==> src/rtl/cpu_pkg.sv <==
// Shared CPU definitions: WB mux select encodings and the MEM-stage FSM state type.
package cpu_pkg;

    localparam logic [1:0] MD_ALU = 2'b00;
    localparam logic [1:0] MD_MEM = 2'b01;
    localparam logic [1:0] MD_NV  = 2'b10;

    typedef enum logic [0:0] {
        IDLE = 1'b0,
        WAIT = 1'b1
    } state_t;

endpackage

==> src/rtl/mem_stage.sv <==
// MEM pipeline stage: issues loads/stores to data memory, stalls EX while waiting
// for an ack, and abandons the access with mem_err after TIMEOUT wait cycles.
module mem_stage
    import cpu_pkg::*;
#(
    parameter int TIMEOUT = 15,
    parameter int CNT_W   = 4
) (
    input  logic        clk,
    input  logic        reset,
    input  logic        ex_valid,
    input  logic [31:0] F_in,
    input  logic [31:0] store_data,
    input  logic [4:0]  DA_in,
    input  logic        RW_in,
    input  logic [1:0]  MD_in,
    input  logic        MW_in,
    input  logic        N_xor_V_in,
    output logic        stall,
    output logic        mem_req,
    output logic        mem_we,
    output logic [31:0] mem_addr,
    output logic [31:0] mem_wdata,
    input  logic        mem_ack,
    input  logic [31:0] mem_rdata,
    output logic [31:0] F_out,
    output logic [31:0] memData,
    output logic [4:0]  DA,
    output logic        RW,
    output logic [1:0]  MD,
    output logic        N_xor_V,
    output logic        wb_valid,
    output logic        mem_err
);

    state_t             state_q, state_d;
    logic [CNT_W-1:0]   cnt_q, cnt_d;
    logic               memReq_q, memReq_d;
    logic               memWe_q, memWe_d;
    logic [31:0]        memAddr_q, memAddr_d;
    logic [31:0]        memWdata_q, memWdata_d;
    logic [31:0]        fOut_q, fOut_d;
    logic [31:0]        memData_q, memData_d;
    logic [4:0]         da_q, da_d;
    logic               rw_q, rw_d;
    logic [1:0]         md_q, md_d;
    logic               nxv_q, nxv_d;
    logic               wbValid_q, wbValid_d;
    logic               memErr_q, memErr_d;
    // RW request and load/store kind are parked here until the access completes.
    logic               rwPend_q, rwPend_d;
    logic               isLoad_q, isLoad_d;

    always_comb begin
        state_d    = state_q;
        cnt_d      = cnt_q;
        memReq_d   = memReq_q;
        memWe_d    = memWe_q;
        memAddr_d  = memAddr_q;
        memWdata_d = memWdata_q;
        fOut_d     = fOut_q;
        memData_d  = memData_q;
        da_d       = da_q;
        md_d       = md_q;
        nxv_d      = nxv_q;
        rwPend_d   = rwPend_q;
        isLoad_d   = isLoad_q;
        rw_d       = 1'b0;
        wbValid_d  = 1'b0;
        memErr_d   = 1'b0;

        case (state_q)
            IDLE: begin
                if (ex_valid) begin
                    fOut_d   = F_in;
                    da_d     = DA_in;
                    md_d     = MD_in;
                    nxv_d    = N_xor_V_in;
                    rwPend_d = RW_in;
                    // A store wins when MW and the load select are both set.
                    if (MW_in || (MD_in == MD_MEM)) begin
                        memReq_d   = 1'b1;
                        memWe_d    = MW_in;
                        memAddr_d  = F_in;
                        memWdata_d = store_data;
                        isLoad_d   = !MW_in;
                        cnt_d      = '0;
                        state_d    = WAIT;
                    end else begin
                        memData_d = '0;
                        wbValid_d = 1'b1;
                        rw_d      = RW_in;
                    end
                end
            end
            WAIT: begin
                if (mem_ack) begin
                    memData_d = isLoad_q ? mem_rdata : '0;
                    wbValid_d = 1'b1;
                    rw_d      = rwPend_q;
                    memReq_d  = 1'b0;
                    state_d   = IDLE;
                end else if (cnt_q == CNT_W'(TIMEOUT - 1)) begin
                    memReq_d  = 1'b0;
                    wbValid_d = 1'b1;
                    memErr_d  = 1'b1;
                    state_d   = IDLE;
                end else begin
                    cnt_d = cnt_q + 1'b1;
                end
            end
            default: state_d = IDLE;
        endcase
    end

    always_ff @(posedge clk) begin
        if (!reset) begin
            state_q    <= IDLE;
            cnt_q      <= '0;
            memReq_q   <= 1'b0;
            memWe_q    <= 1'b0;
            memAddr_q  <= '0;
            memWdata_q <= '0;
            fOut_q     <= '0;
            memData_q  <= '0;
            da_q       <= '0;
            rw_q       <= 1'b0;
            md_q       <= '0;
            nxv_q      <= 1'b0;
            wbValid_q  <= 1'b0;
            memErr_q   <= 1'b0;
            rwPend_q   <= 1'b0;
            isLoad_q   <= 1'b0;
        end else begin
            state_q    <= state_d;
            cnt_q      <= cnt_d;
            memReq_q   <= memReq_d;
            memWe_q    <= memWe_d;
            memAddr_q  <= memAddr_d;
            memWdata_q <= memWdata_d;
            fOut_q     <= fOut_d;
            memData_q  <= memData_d;
            da_q       <= da_d;
            rw_q       <= rw_d;
            md_q       <= md_d;
            nxv_q      <= nxv_d;
            wbValid_q  <= wbValid_d;
            memErr_q   <= memErr_d;
            rwPend_q   <= rwPend_d;
            isLoad_q   <= isLoad_d;
        end
    end

    assign stall     = (state_q == WAIT);
    assign mem_req   = memReq_q;
    assign mem_we    = memWe_q;
    assign mem_addr  = memAddr_q;
    assign mem_wdata = memWdata_q;
    assign F_out     = fOut_q;
    assign memData   = memData_q;
    assign DA        = da_q;
    assign RW        = rw_q;
    assign MD        = md_q;
    assign N_xor_V   = nxv_q;
    assign wb_valid  = wbValid_q;
    assign mem_err   = memErr_q;

endmodule

==> config.mk <==
export PLATFORM = sky130hd
export DESIGN_NAME = mem_stage
export DESIGN_NICKNAME = d
export VERILOG_FILES = /design/src/rtl/cpu_pkg.sv /design/src/rtl/mem_stage.sv
export SDC_FILE = /design/constraint.sdc
export NUM_CORES = 1
export LEC_CHECK = 0
export ABC_AREA = 1
export CORE_MARGIN = 2
export CORE_UTILIZATION = 40
export CTS_CLUSTER_SIZE = 20
export DETAILED_ROUTE_END_ITERATION = 6
export DONT_BUFFER_PORTS = 1
export GPL_ROUTABILITY_DRIVEN = 0
export PLACE_DENSITY = 0.66
export RECOVER_POWER = 50
export SYNTH_ARGS = -nofsm -noshare
export SYNTH_HDL_FRONTEND = slang
export SYNTH_SLANG_ARGS = --single-unit
export TNS_END_PERCENT = 30
==> constraint.sdc <==
create_clock -name clk -period 1.15 [get_ports clk]
set_input_delay 0.23 -clock clk [delete_from_list [all_inputs] [get_ports clk]]
set_output_delay 0.23 -clock clk [all_outputs]
set_load 0.01 [all_outputs]
-- Word level (Yosys, flattened, before mapping)
Cells that the tools add are included.
- add/subtract/negate cells: 1
- equal/unequal tests: 9
- muxes and demuxes: 29
- bitwise gates (word level): 2
- reduce and logical (&&, ||, !) cells: 8
- operator list (cell ; count):
    two-way mux 32 bit ; 4
    case mux 32 bit (2 select lines) ; 1
    two-way mux 4 bit ; 4
    two-way mux 1 bit ; 15
    inequality test 2 bit (second input constant) ; 6
    AND reduction 3 bit ; 3
    case mux 1 bit (2 select lines) ; 4
    case mux 4 bit (2 select lines) ; 1
    adder 4 x 1 -> 4 bit (second input constant) ; 1
    == test 4 bit (second input constant) ; 1
    AND reduction 4 bit ; 1
    inequality test 3 x 2 -> 1 bit (second input constant) ; 1
    OR reduction 3 bit ; 1
    == test 2 x 1 -> 1 bit (second input constant) ; 1
    NOT 1 bit ; 2
    AND reduction 2 bit ; 1
    zero test 1 bit ; 1
    logical OR 1 bit ; 1
- flip-flop bits (word level): 148
- input bits: 110
- word-level logic and storage cells: 65

-- Logic depth before layout (Yosys ltp)
Gate-level depths: netlist of run 1.
- word-level depth: 5
- depth in mapped cells: 10
- depth with buffers taken out: 9

-- Worst setup path after synthesis of run 1
No wires, ideal clock.
- path type: register to register
- from: reg state_q, in the netlist stall
- to: reg memAddr_q[11], in the netlist mem_addr[11]
- data arrival time: 1156 ps
- data required time: 1034 ps
- path slack: -121 ps
- stages on the path, launching flop included: 7
- buffers on the path: 2
- period minus slack after synthesis: 1271 ps
- cells stage by stage: dfxtp_1 -> nor2_4 -> nand2_2 -> buf_6 -> clkbuf_2 -> o21ai_0 -> nor2_1
- longest elaborated chain between the ends: 2
- RTL lines (what ; line ; source):
    from (decl) ; mem_stage.sv:36 ; state_t state_q, state_d;
    from (signal assigned) ; mem_stage.sv:135 ; state_q <= state_d;
    NOT 1 bit (no source line) ; n/a ;
    AND reduction 3 bit (no source line) ; n/a ;
    to (signal assigned) ; mem_stage.sv:139 ; memAddr_q <= memAddr_d;
    to (decl) ; mem_stage.sv:40 ; logic [31:0] memAddr_q, memAddr_d;
Every way passes these cells.
A chain may end at the register's enable or synchronous reset.

-- Worst setup path in the final report of run 1
- from: reg state_q, in the netlist stall
- to: reg memAddr_q[10], in the netlist mem_addr[10]
The elaborated chain is that of the path after synthesis.

==> summary.md, run 1 <==
| Metric | Value |
|---|---|
| Status | `finished with violations` |
| Violated checks | `negative hold slack, negative setup slack` |
| Synth Warn # | `0` |
| Total Wirelength | `16.95 mm` |
| Grt met2 use | `35.74%` |
| Slew headroom | `77.40%` |
| Starting Density | `roughly two fifths` |
| P&R area growth vs syn | `43.61%` |
| Synth cell types | `20` |
| CTS max path bufs | `2` |
| Sequential share of the synthesized area | `54.24%` |
| Hold Vio Cnt, Final | `40` |
| # setup viols final | `126` |
| CP max-delay cell | `dfxtp_4` |
| Post-Layout Cell Count | `999` |
| Initial antenna violation count | `0` |
| Leading area contributor after synthesis | `dfxtp_1` |
| Multi-input logic area | `0.002529 sq mm` |
| Util after Layout | `between 50% and 60%` |
| Min Hold Slack | `-0.06387 ns` |
| Commonest non-fill, non-tap cell in the layout | `nor2_1` |
| Int Power | `10.31 mW` |
| Setup CP Type | `reg -> reg` |
| Crit path largest cell delay | `0.35 ns` |
| Slack of the critical path | `-0.1296 ns` |
| Routed len/inst | `16.97 microns` |
| Clk Latency, worst-skew pair | `0.41 ns` |
| CP Max Fanout | `27` |
| Post-route antenna net violation count | `0` |
| Vias in the first global route | `4617` |
| Inst Count DP | `~900` |
| Post-route minimum period | `1.280 ns` |
| Share of cells above drive strength 1 | `22.72%` |
| Largest cells by area after synthesis | `dfxtp_1 (54%), nor2_1 (21%), o21ai_0 (12%), inv_1 (3.1%), clkbuf_1 (1.8%)` |
| Switching share of power | `between 20% and 30%` |
| Via count | `5014` |
| Syn nets | `850` |
| Mapped Cells | `738` |
| Worst Tran Pin Value | `around 0.34 ns` |
| Vias per cell | `5.019` |
| Overall Power | `13.93 mW` |
| Clock sink total | `148` |
| Die X | `120.9 microns` |
| Worst-path clk slew | `0.06 ns` |
| Drt drc | `0` |
| Drt initial violations | `264` |
| Leakage | `3.351 nW` |
| Rows | `42` |
| VDD IR max | `907.3 uV` |
| Area fraction of the dominant cell type after synthesis | `54.24%` |
| Period utilisation layout | `111.3%` |
| Max Freq | `781.5 MHz` |
| Flop pwr share | `43.3%` |
| Post-synthesis cell area | `0.005463 sq mm` |
| HPWL after DPL | `9.714 mm` |
| First-pass GRT wire length | `roughly 24 mm` |
| FF+latch count, synth | `148` |
| CTS tree | `done` |
| Psw | `around 3.6 mW` |
| Largest net degree at the start of global routing | `140` |
| Gr usage total | `20.69%` |
| Clock skew | `0.006186 ns` |
| Clock Power Share | `44.3%` |
| RSZ-0062 raised after global routing | `yes` |
| Max Slew Vio Count | `0` |
| Register area | `0.002967 sq mm` |
| # fillers | `1142` |
| GR Layer Usage met1 | `approximately 22%` |
| PD cells | `1776 mW/mm^2` |
| WP data arrival | `1.58 ns` |
| GRT met3 Usage | `8.929%` |
| Max-cap viol count | `0` |
| Hold crit path type | `in -> reg` |
| Antenna diodes | `0` |
| Placed Area | `0.005852 sq mm` |
| Post-layout net count | `922` |
| Gr busiest metal | `met2` |
| CP Data Required Time | `1.45 ns` |
| Core region area | `approximately 0.013 sq mm` |
| IO buf count | `0` |
| Commonest non-fill, non-tap cells in the layout | `nor2_1 (265), dfxtp_1 (147), o21ai_1 (61), inv_1 (44), dlygate4sd3_1 (44)` |
| Logic gate share of total power | `about an eighth` |
| H-Tree Depth | `4` |
| Syn_area_per_cell | `between 7 and 8 sq um` |
| Crit-path cells | `nor2_4, buf_6, nand2_8, buf_12, o21ai_0, nor2_1` |
| Clock root buffer | `clkbuf_16` |
| CP startpoint kind | `flip-flop` |
| Finished Cell Area | `between 0.007 and 0.008 sq mm` |
| I/O pins | `252` |
| GR Overflow Total | `0` |
| Die ar. | `0.01461 sq mm` |
| Setup crit end kind | `flip-flop` |
| Initial DRT Pass Iterations | `4` |
| DIE HEIGHT | `120.9 microns` |
| Number of buffers created by CTS | `17` |
==> area by class of cell <==
cell class | instances | share of cell area, %
Sequential cell | 148 | 37.82
Multi-Input combinational cell | 496 | 32.23
Timing Repair Buffer | 98 | 15.84
Clock buffer | 18 | 5.598
Clock inverter | 14 | 2.839
Tap cell | 176 | 2.807
Inverter | 48 | 2.759
Timing Repair inverter | 1 | 0.1116
==> sequential cells by signal (all words and copies together) (netlist names), 2 cells and up <==
register	count
cnt_q	4
MD	2
memData	32
F_out	32
mem_addr	32
DA	5
mem_wdata	32
==> synth_stat cells (all sizes together) <==
master	number
o21ai	136
dfxtp	148
a21oi	12
inv	47
clkbuf	30
ha	2
nor3	1
nand2	24
nor2	310
nand4	2
buf	16
nand3	9
clkinv	1
==> per-layer routing <==
layer | part of all wire (%) | up-vias
met3 | 9.1 | 24
met1 | 38 | 2288
met2 | 51 | 223
li1 | - | 2479
met5 | 0 | -
met4 | 1.6 | 0
==> critical path, delay by kind of cell, from the launching register on <==
kind,cells,cell delay (ns)
flip-flops,1,0.35
buffers and inverters,2,0.34
AND/OR/NAND/NOR,3,0.32
AO/OA/AOI/OAI,1,0.16
==> through the flow <==
| stage | TNS, ns | hold slack (ns) | setup slack, ns |
|---|---|---|---|
| 3_3_place_gp | -5.294 | 0.3699 | -0.1269 |
| 6_report | -7.975 | -0.06387 | -0.1296 |
| 5_1_grt | -16.28 | -0.07647 | -0.1851 |
| 2_1_floorplan | -0.9579 | 0.3649 | -0.02041 |
| 4_1_cts | -5.024 | -0.09230 | -0.08065 |
| 3_5_place_dp | -9.060 | 0.3746 | -0.1247 |
==> what timing repair did <==
item,in CTS,in global routing
endpoints found under the hold margin,139,123
pin swaps,5,9
setup buffers,7,0
resized for setup,104,114
setup endpoints to repair,126,147
cloned,3,10
hold buffers,31,13
==> power groups by stage <==
stage	clock, mW	combinational (mW)	sequential (mW)
after detailed placement	0	1.08	6.13
after global placement	0	1.06	6.13
after CTS	6.27	1.37	6.03
after floorplan	0	0.832	6.04
after global routing	6.53	1.90	6.08
final	6.18	1.72	6.03
==> path summary, 6_finish.rpt <==
path	start	end	slack (ns)	cells after the start
worst min-delay path	reset	mem_wdata[30]$_SDFFE_PN0P_	-0.06	2
worst max-delay path	stall$_SDFF_PN0_	mem_addr[10]$_SDFFE_PN0P_	-0.13	6
worst max register to register	stall$_SDFF_PN0_	mem_addr[10]$_SDFFE_PN0P_	-0.13	6
worst min register to register	mem_req$_SDFFE_PN0P_	mem_req$_SDFFE_PN0P_	0.53	2
==> kinds of logic (layout without fill, tap and decap cells) <==
| group | count (synthesis) | count (layout) | share of synthesized area [%] |
|---|---|---|---|
| fa+ha+maj | 2 | 2 | 0.4580 |
| flops | 148 | 148 | 54.24 |
| compound gates | 148 | 148 | 13.56 |
| simple gates | 346 | 346 | 24.37 |
| buf+inv | 94 | 179 | 7.375 |
(Power assumes the default switching activity.)
==> run 2, diff against run 1 <==
- GPL_ROUTABILITY_DRIVEN: 0 -> 1
==> results of run 2 <==
Same layout as run 1: the final DEF is identical, and so are final timing and power.
